### src/rtl/pc_npc_sequencer_if.sv
// pc_npc_sequencer_if: fetch-sequencer bus between decode/ALU and the PC/nPC sequencer.
//   master : drives the instruction, handshake, immediate, condition codes and JMPL target;
//            observes the PC/nPC pair and the status pulses.
//   slave  : the sequencer side (pc_npc_sequencer).
interface pc_npc_sequencer_if;
  logic [31:0] Instruction;
  logic        Instr_Valid;
  logic        Stall;
  logic [31:0] Imm;
  logic [3:0]  Icc;          // {N,Z,V,C}
  logic [31:0] Jmpl_Target;
  logic [31:0] PC;
  logic [31:0] nPC;
  logic        Annul;
  logic        Branch_Taken;
  logic        Link_We;
  logic [31:0] Link_Addr;
  logic        Misalign;

  modport master (
    output Instruction, Instr_Valid, Stall, Imm, Icc, Jmpl_Target,
    input  PC, nPC, Annul, Branch_Taken, Link_We, Link_Addr, Misalign
  );

  modport slave (
    input  Instruction, Instr_Valid, Stall, Imm, Icc, Jmpl_Target,
    output PC, nPC, Annul, Branch_Taken, Link_We, Link_Addr, Misalign
  );
endinterface

### src/rtl/pc_npc_sequencer.sv
// pc_npc_sequencer: SPARC PC/nPC sequencer with delayed-branch and annul handling.
// Ports:
//   Clk     - rising-edge clock
//   Reset_n - asynchronous active-low reset
//   bus     - pc_npc_sequencer_if.slave: Instruction/Instr_Valid/Stall/Imm/Icc/Jmpl_Target in;
//             PC/nPC/Annul/Branch_Taken/Link_We/Link_Addr/Misalign out (all registered).
// Build option: define PC_ALIGN_CHECK_EN to load CTI targets unmodified and raise a sticky
// Misalign on a target with [1:0] != 0; otherwise targets are word-aligned and Misalign is 0.
module pc_npc_sequencer (
  input  logic                    Clk,
  input  logic                    Reset_n,
  pc_npc_sequencer_if.slave       bus
);

  logic [31:0] pc_q, pc_d;
  logic [31:0] npc_q, npc_d;
  logic        annul_q, annul_d;
  logic        taken_q, taken_d;
  logic        link_we_q, link_we_d;
  logic [31:0] link_addr_q, link_addr_d;
  logic        misalign_q, misalign_d;

  logic        advance;
  logic [1:0]  op;
  logic [2:0]  op2;
  logic [5:0]  op3;
  logic        a_bit;
  logic [3:0]  cond;
  logic        icc_n, icc_z, icc_v, icc_c;
  logic        base_test;
  logic        cond_true;
  logic        is_bicc, is_call, is_jmpl;
  logic        cti_taken;
  logic [31:0] raw_target;
  logic [31:0] target;

  assign advance = bus.Instr_Valid & ~bus.Stall;

  assign op    = bus.Instruction[31:30];
  assign op2   = bus.Instruction[24:22];
  assign op3   = bus.Instruction[24:19];
  assign a_bit = bus.Instruction[29];
  assign cond  = bus.Instruction[28:25];

  assign icc_n = bus.Icc[3];
  assign icc_z = bus.Icc[2];
  assign icc_v = bus.Icc[1];
  assign icc_c = bus.Icc[0];

  always_comb begin
    base_test = 1'b0;
    unique case (cond[2:0])
      3'b000: base_test = 1'b0;
      3'b001: base_test = icc_z;
      3'b010: base_test = icc_z | (icc_n ^ icc_v);
      3'b011: base_test = icc_n ^ icc_v;
      3'b100: base_test = icc_c | icc_z;
      3'b101: base_test = icc_c;
      3'b110: base_test = icc_n;
      3'b111: base_test = icc_v;
      default: base_test = 1'b0;
    endcase
  end

  assign cond_true = base_test ^ cond[3];

  // A squashed delay slot is never decoded as a CTI.
  assign is_bicc = ~annul_q & (op == 2'b00) & (op2 == 3'b010);
  assign is_call = ~annul_q & (op == 2'b01);
  assign is_jmpl = ~annul_q & (op == 2'b10) & (op3 == 6'b111000);

  assign cti_taken  = is_call | is_jmpl | (is_bicc & cond_true);
  assign raw_target = is_jmpl ? bus.Jmpl_Target : (pc_q + bus.Imm);

`ifdef PC_ALIGN_CHECK_EN
  assign target = raw_target;
`else
  assign target = {raw_target[31:2], 2'b00};
`endif

  always_comb begin
    pc_d        = pc_q;
    npc_d       = npc_q;
    annul_d     = annul_q;
    taken_d     = 1'b0;
    link_we_d   = 1'b0;
    link_addr_d = link_addr_q;
    misalign_d  = misalign_q;
    if (advance) begin
      pc_d    = npc_q;
      npc_d   = cti_taken ? target : (npc_q + 32'd4);
      // BA,a annuls its slot even though it is taken.
      annul_d = is_bicc & a_bit & (~cond_true | (cond == 4'b1000));
      taken_d = cti_taken;
      if (is_call | is_jmpl) begin
        link_we_d   = 1'b1;
        link_addr_d = pc_q;
      end
`ifdef PC_ALIGN_CHECK_EN
      if (cti_taken && (raw_target[1:0] != 2'b00)) begin
        misalign_d = 1'b1;
      end
`endif
    end
  end

  always_ff @(posedge Clk or negedge Reset_n) begin
    if (!Reset_n) begin
      pc_q        <= 32'h0000_0000;
      npc_q       <= 32'h0000_0004;
      annul_q     <= 1'b0;
      taken_q     <= 1'b0;
      link_we_q   <= 1'b0;
      link_addr_q <= 32'h0000_0000;
      misalign_q  <= 1'b0;
    end else begin
      pc_q        <= pc_d;
      npc_q       <= npc_d;
      annul_q     <= annul_d;
      taken_q     <= taken_d;
      link_we_q   <= link_we_d;
      link_addr_q <= link_addr_d;
      misalign_q  <= misalign_d;
    end
  end

  assign bus.PC           = pc_q;
  assign bus.nPC          = npc_q;
  assign bus.Annul        = annul_q;
  assign bus.Branch_Taken = taken_q;
  assign bus.Link_We      = link_we_q;
  assign bus.Link_Addr    = link_addr_q;
  assign bus.Misalign     = misalign_q;

endmodule

### src/flat_wrapper.sv
// flat-port wrapper written by rule: the top's interface ports become plain ports
module pc_npc_sequencer_flat 
  (Clk, Reset_n, bus_Instruction, bus_Instr_Valid, bus_Stall, bus_Imm, bus_Icc, bus_Jmpl_Target, bus_PC, bus_nPC, bus_Annul, bus_Branch_Taken, bus_Link_We, bus_Link_Addr, bus_Misalign);
  pc_npc_sequencer_if bus_i ();
  input  logic Clk;
  input  logic Reset_n;
  input wire logic [$bits(bus_i.Instruction)-1:0] bus_Instruction;
  input wire logic [$bits(bus_i.Instr_Valid)-1:0] bus_Instr_Valid;
  input wire logic [$bits(bus_i.Stall)-1:0] bus_Stall;
  input wire logic [$bits(bus_i.Imm)-1:0] bus_Imm;
  input wire logic [$bits(bus_i.Icc)-1:0] bus_Icc;
  input wire logic [$bits(bus_i.Jmpl_Target)-1:0] bus_Jmpl_Target;
  output wire logic [$bits(bus_i.PC)-1:0] bus_PC;
  output wire logic [$bits(bus_i.nPC)-1:0] bus_nPC;
  output wire logic [$bits(bus_i.Annul)-1:0] bus_Annul;
  output wire logic [$bits(bus_i.Branch_Taken)-1:0] bus_Branch_Taken;
  output wire logic [$bits(bus_i.Link_We)-1:0] bus_Link_We;
  output wire logic [$bits(bus_i.Link_Addr)-1:0] bus_Link_Addr;
  output wire logic [$bits(bus_i.Misalign)-1:0] bus_Misalign;
  assign bus_i.Instruction = bus_Instruction;
  assign bus_i.Instr_Valid = bus_Instr_Valid;
  assign bus_i.Stall = bus_Stall;
  assign bus_i.Imm = bus_Imm;
  assign bus_i.Icc = bus_Icc;
  assign bus_i.Jmpl_Target = bus_Jmpl_Target;
  assign bus_PC = bus_i.PC;
  assign bus_nPC = bus_i.nPC;
  assign bus_Annul = bus_i.Annul;
  assign bus_Branch_Taken = bus_i.Branch_Taken;
  assign bus_Link_We = bus_i.Link_We;
  assign bus_Link_Addr = bus_i.Link_Addr;
  assign bus_Misalign = bus_i.Misalign;
  pc_npc_sequencer u_core (.Clk(Clk), .Reset_n(Reset_n), .bus(bus_i));
endmodule
### config.mk
export PLATFORM = sky130hd
export DESIGN_NAME = pc_npc_sequencer_flat
export DESIGN_NICKNAME = d
export VERILOG_FILES = /design/src/rtl/pc_npc_sequencer_if.sv /design/src/rtl/pc_npc_sequencer.sv /design/src/flat_wrapper.sv
export SDC_FILE = /design/constraint.sdc
export NUM_CORES = 1
export LEC_CHECK = 0
export CAP_MARGIN = 10
export CORE_AREA = 2 2 137 139
export CTS_CLUSTER_DIAMETER = 200
export CTS_CLUSTER_SIZE = 40
export DETAILED_ROUTE_END_ITERATION = 16
export DIE_AREA = 0 0 139 141
export PLACE_DENSITY = 0.7
export SYNTH_ARGS = -nofsm -noshare
export SYNTH_HDL_FRONTEND = slang
export SYNTH_SLANG_ARGS = --single-unit
### constraint.sdc
create_clock -name Clk -period 2.9 [get_ports Clk]
set_clock_uncertainty 0.15 [all_clocks]
set_input_delay 0.87 -clock Clk [delete_from_list [all_inputs] [get_ports Clk]]
set_output_delay 0.87 -clock Clk [all_outputs]
set_load 0.1 [all_outputs]
# --- After elaboration in Yosys (flattened, before gate mapping) ---
# Index checks and enable logic that the tools add are counted.
totals:
  out_inout_bits: 100
  wordCells: 48
  register_bits: 99
classes:
  eq_ne: 12
  n_reduce_logical: 3
  muxes: 6
  bitwise_logic: 19
  n_addsub: 2
op_table:
  columns: ["op", "n"]
  rows:
  - ["two-way mux 32 bit", 2]
  - ["adder 32 x 3 -> 32 bit, second input constant", 1]
  - ["adder 32 bit", 1]
  - ["== test 3 bit, second input constant", 4]
  - ["bitwise AND 1 bit", 9]
  - ["== test 3 x 2 -> 1 bit, second input constant", 3]
  - ["case mux 1 bit (8 select lines)", 1]
  - ["== test 6 bit, second input constant", 1]
  - ["OR 1 bit", 5]
  - ["== test 4 bit, second input constant", 1]
  - ["== test 3 x 1 -> 1 bit, second input constant", 1]
  - ["zero test 3 bit", 1]
  - ["two-way mux 1 bit", 3]
  - ["inverter 1 bit", 3]
  - ["== test 2 x 1 -> 1 bit, second input constant", 1]
  - ["== test 2 bit, second input constant", 1]
  - ["zero test 2 bit", 1]
  - ["AND reduction 2 bit", 1]
  - ["XOR 1 bit", 2]

# --- Longest topological paths before layout ---
depth:
  word_depth: 7
  depth_mapped: 10
  mapped_depth_nobuf: 9

# --- Worst setup path before layout ---
# Ideal clock, no wire load.
synth_path:
  path_type: "reg2reg"
  start: "reg u_core.pc_q[13] (netlist: u_core.bus.PC[13])"
  end: "reg u_core.npc_q[31] (netlist: u_core.bus.nPC[31])"
  synth_period_minus_slack_ns: 3.291
  arrival_ns: 3.000
  path_stages_with_launch: 10
  setup_ns: 0.141
  setup_slack_ns: -0.391
  required_ns: 2.609
  path_cell_list: "dfrtp_1 ha_1 and4_4 and3_1 a221oi_2 o21bai_2 a2111oi_4 o31ai_1 xnor2_1 o221ai_1"
synth_via:
  elab_chain_len: 3
synth_lines:
  columns: ["item", "line_no", "text"]
  rows:
  - ["start: declaration", "pc_npc_sequencer.sv:15", "logic [31:0] pc_q, pc_d;"]
  - ["start signal: assignment", "pc_npc_sequencer.sv:117", "pc_q <= pc_d;"]
  - ["adder 32 bit", "pc_npc_sequencer.sv:73", "assign raw_target = is_jmpl ? bus.Jmpl_Target : (pc_q + bus.Imm);"]
  - ["two-way mux 32 bit", "pc_npc_sequencer.sv:73", null]
  - ["two-way mux 32 bit", "pc_npc_sequencer.sv:91", "npc_d = cti_taken ? target : (npc_q + 32'd4);"]
  - ["end signal: assignment", "pc_npc_sequencer.sv:118", "npc_q <= npc_d;"]
  - ["end: declaration", "pc_npc_sequencer.sv:16", "logic [31:0] npc_q, npc_d;"]
# No other way between the ends.
# A chain may end at the register's enable or synchronous reset.

# --- Worst setup path in the final report ---
layout_path:
  start: "in bus_Imm[2]"
  end: "reg u_core.npc_q[16] (netlist: u_core.bus.nPC[16])"
layout_via:
  elab_chain_len: 3
layout_lines:
  columns: ["item", "line_no", "text"]
  rows:
  - ["start: declaration", "flat_wrapper.sv:10", "input wire logic [$bits(bus_i.Imm)-1:0] bus_Imm;"]
  - ["adder 32 bit", "pc_npc_sequencer.sv:73", null]
  - ["two-way mux 32 bit", "pc_npc_sequencer.sv:73", null]
  - ["two-way mux 32 bit", "pc_npc_sequencer.sv:91", null]
# No other way between the ends.

==> results.py <==
metrics = {
    "routing": {
        "dr.pass1.iters": 5,
        "wl_per_cell_microns": 17.0,
        "drc": 0,
        "viasPerCell": 5.26,
        "via_count": 6635,
        "drt-initial-drc-count": 432,
        "wl_microns": 21400,
        "antenna_left": 0,
    },
    "clocking": {
        "htreeDepth": 3,
        "cts-root-buf": "clkbuf_16",
        "cts_tree": "done",
        "cts_buffer_depth": 2,
        "clk_pin_slew_ns": 0.07,
        "cts_made_buffers": 9,
        "worst_skew_pair.late_latency_ns": 0.36,
        "clock-sinks": 93,
    },
    "final_layout": {
        "drive_gt1_frac": 0.403,
        "stdcell_count": 1261,
        "antennaDiodeCount": 0,
        "final_common_cell": "buf_4",
        "layout_common_cells": "buf_4, nand2_1, dfrtp_1, a21oi_1, clkdlybuf4s50_1",
        "fin_nets": 1156,
        "syn_to_final_growth_pct": 60.3,
    },
    "critical_path": {
        "r2r_start": "u_core.bus.nPC[2]",
        "ff2ff_path_depth": 8,
        "rr_endpoint": "u_core.bus.nPC[31]",
        "end_kind": "flop",
        "path_cells": "dlygate4sd2_1 > ha_4 > a21oi_4 > o22ai_4 > a221oi_4 > buf_4 > buf_4 > buf_4 > nor3_2 > a2111o_1 > a31oi_1 > o22a_1",
        "max_stage_delay_ns": 0.31,
        "start_kind": "primary input",
        "ff2ff_setup_slack_ns": 0.24,
        "criticalPathCategory": "in2reg",
        "slowest_stage": "a2111o_1",
        "arrival_ns": 2.98,
        "cp_top_family": "compound AO/OA/AOI/OAI gates",
        "worstPathRequired_ns": 3.04,
        "crit_path_frequent_cell": "buf_4",
        "cp_max_fo": 3,
        "path_buf_inv": 4,
    },
    "global_route": {
        "grt_max_degree": 41,
        "overflow": 0,
        "grt_pass1_wl_microns": 34300,
        "antenna_found_initial": 0,
        "first_global_vias": 6619,
        "grtUsageTotal": 0.218,
    },
    "min_path": {
        "hold_path.class": "in2async",
    },
    "logic_synthesis": {
        "synth.top_cells.by_area": "dfrtp_1, nand2_1, ha_1, mux2_2, a21oi_1",
        "synth_seq_area_share": 0.375,
        "synth_ff_type": "dfrtp_1",
        "synth_cell_types": 70,
        "avgSynthCellArea_sq_um": 8.62,
        "syn-instance-count": 721,
        "ys_seq_elements": 93,
        "synth_top_area_frac": 0.371,
        "synthArstFlopShare": 1.00,
        "synth-edff-count": 0,
        "netlist_area_sq_um": 6210,
        "yosysTopAreaCell": "dfrtp_1",
        "ys.warnings.count": 0,
    },
    "die": {
        "rows": 50,
        "boundaryPins": 204,
        "core_region_area_sq_um": 18300,
        "die-area_sq_um": 19600,
        "die_x_microns": 139,
        "initial_utilization": 0.340,
        "die_y_microns": 141,
    },
    "timing": {
        "worstMarginPinSlew_ns": 0.579,
        "fin_crit_sh": 0.978,
        "rsz0062_at_grt": "no",
        "relSlewSlack": 0.614,
        "fmax_mhz": 353,
        "period_needed_ns": 2.84,
        "hold_violations": 0,
        "setup_viol": 0,
        "maxSlewViolCount": 0,
    },
    "placement": {
        "io_buffers": 173,
        "place.gp.congestion": 0.900,
        "dp_cells": 1229,
        "dp_hpwl_microns": 15700,
    },
    "outcome": {
        "status": "finished clean",
    },
    "power_and_ir_drop": {
        "finalPower_mw": 11.9,
        "ir_worst_vdd_mv": 0.872,
        "powerDensity_nw_per_um2": 1200,
        "p_leak_nw": 4.58,
    },
    "job": {
        "maxCapViolations": 0,
    },
}
## final cells by class
class	count	area [sq um]
fillers	1668	8310
multi-input cells	579	4180
repair buffers	327	2760
flip-flops and latches	93	2360
well taps	234	293
clock buffers	15	268
inverters	12	57.6
clock inverters	1	30.0
## per-layer routing
layer / up-vias / wire length, microns / track usage
met3: 30 / 1240 / 0.0357
met5: - / 0 / 0
met4: 0 / 516 / 0.0867
met1: 3180 / 9550 / 0.291
met2: 233 / 10100 / 0.357
li1: 3192 / - / -
## power by group
part           switching [mW]  total (mW)  internal (mW)
clock                   0.531        1.25          0.718
combinational            5.75        8.24           2.49
sequential              0.588        2.43           1.84
## per-stage QoR
step	setup TNS (ns)	worst slack (ns)	hold slack (ns)	utilization	area, sq um
global route	0	0.000463	0.380	0.545	9960
floorplan	-0.0697	-0.0680	0.424	-	6360
global placement	-26.10	-0.728	0.340	0.499	9110
finish	0	0.0646	0.358	0.545	9960
CTS	-0.0529	-0.0277	0.362	0.540	9860
detailed placement	-28.92	-0.753	0.347	0.499	9110
## logic make-up (layout without fill, tap and decap cells)
group / Yosys count / in the layout / synth area share
AOI/OAI and AO/OA: 200 / 200 / 0.210
and+or+nand+nor: 276 / 276 / 0.205
DFF: 93 / 93 / 0.375
xor gates and xnor gates: 29 / 29 / 0.0409
adders and majority gates: 30 / 30 / 0.0604
muxes: 37 / 37 / 0.0659
buffers and inverters: 55 / 355 / 0.0425
other: 1 / 7 / 0.000604
## sequential cells by signal, indices dropped and copies added, names as in the netlist
signal                   cells
u_core.bus.PC               30
u_core.bus.nPC              30
u_core.bus.Branch_Taken      1
u_core.bus.Annul             1
u_core.bus.Link_We           1
u_core.bus.Link_Addr        30
## how the worst max path moves through the flow
stage | start | to | cells after the start
2_1_floorplan | bus_Imm[10] | u_core.bus.nPC[31] | 9
3_3_place_gp | bus_Imm[13] | u_core.bus.nPC[31] | 11
3_5_place_dp | bus_Imm[7] | u_core.bus.nPC[31] | 11
4_1_cts | bus_Imm[13] | u_core.bus.nPC[28] | 11
5_1_grt | u_core.bus.nPC[2] | u_core.bus.nPC[31] | 8
6_report | bus_Imm[2] | u_core.bus.nPC[16] | 12
## cells in the mapped netlist, types with 5 or more instances
master	number
nand2_1	148
xnor2_1	11
nand3_1	20
nor3_1	15
o31ai_1	7
ha_1	30
a21o_1	21
o211ai_1	9
nor2b_1	6
clkbuf_1	19
and3_1	15
a221oi_1	5
a21oi_1	67
nand4_1	8
inv_1	11
buf_1	6
xor2_1	18
dfrtp_1	92
o21ai_0	37
buf_2	9
mux2i_1	6
o22ai_1	6
a22oi_1	5
buf_4	7
nor2_1	41
a31oi_1	7
mux2_2	31
## what timing repair did
action | CTS | global route
hold endpoints to repair | 0 | 0
cloned | 1 | 0
pin swaps | 35 | 42
resized for setup | 103 | 48
setup buffers | 15 | 2
endpoints found under the setup margin | 30 | 30
hold buffers | 0 | 0
(Power assumes the default switching activity.)
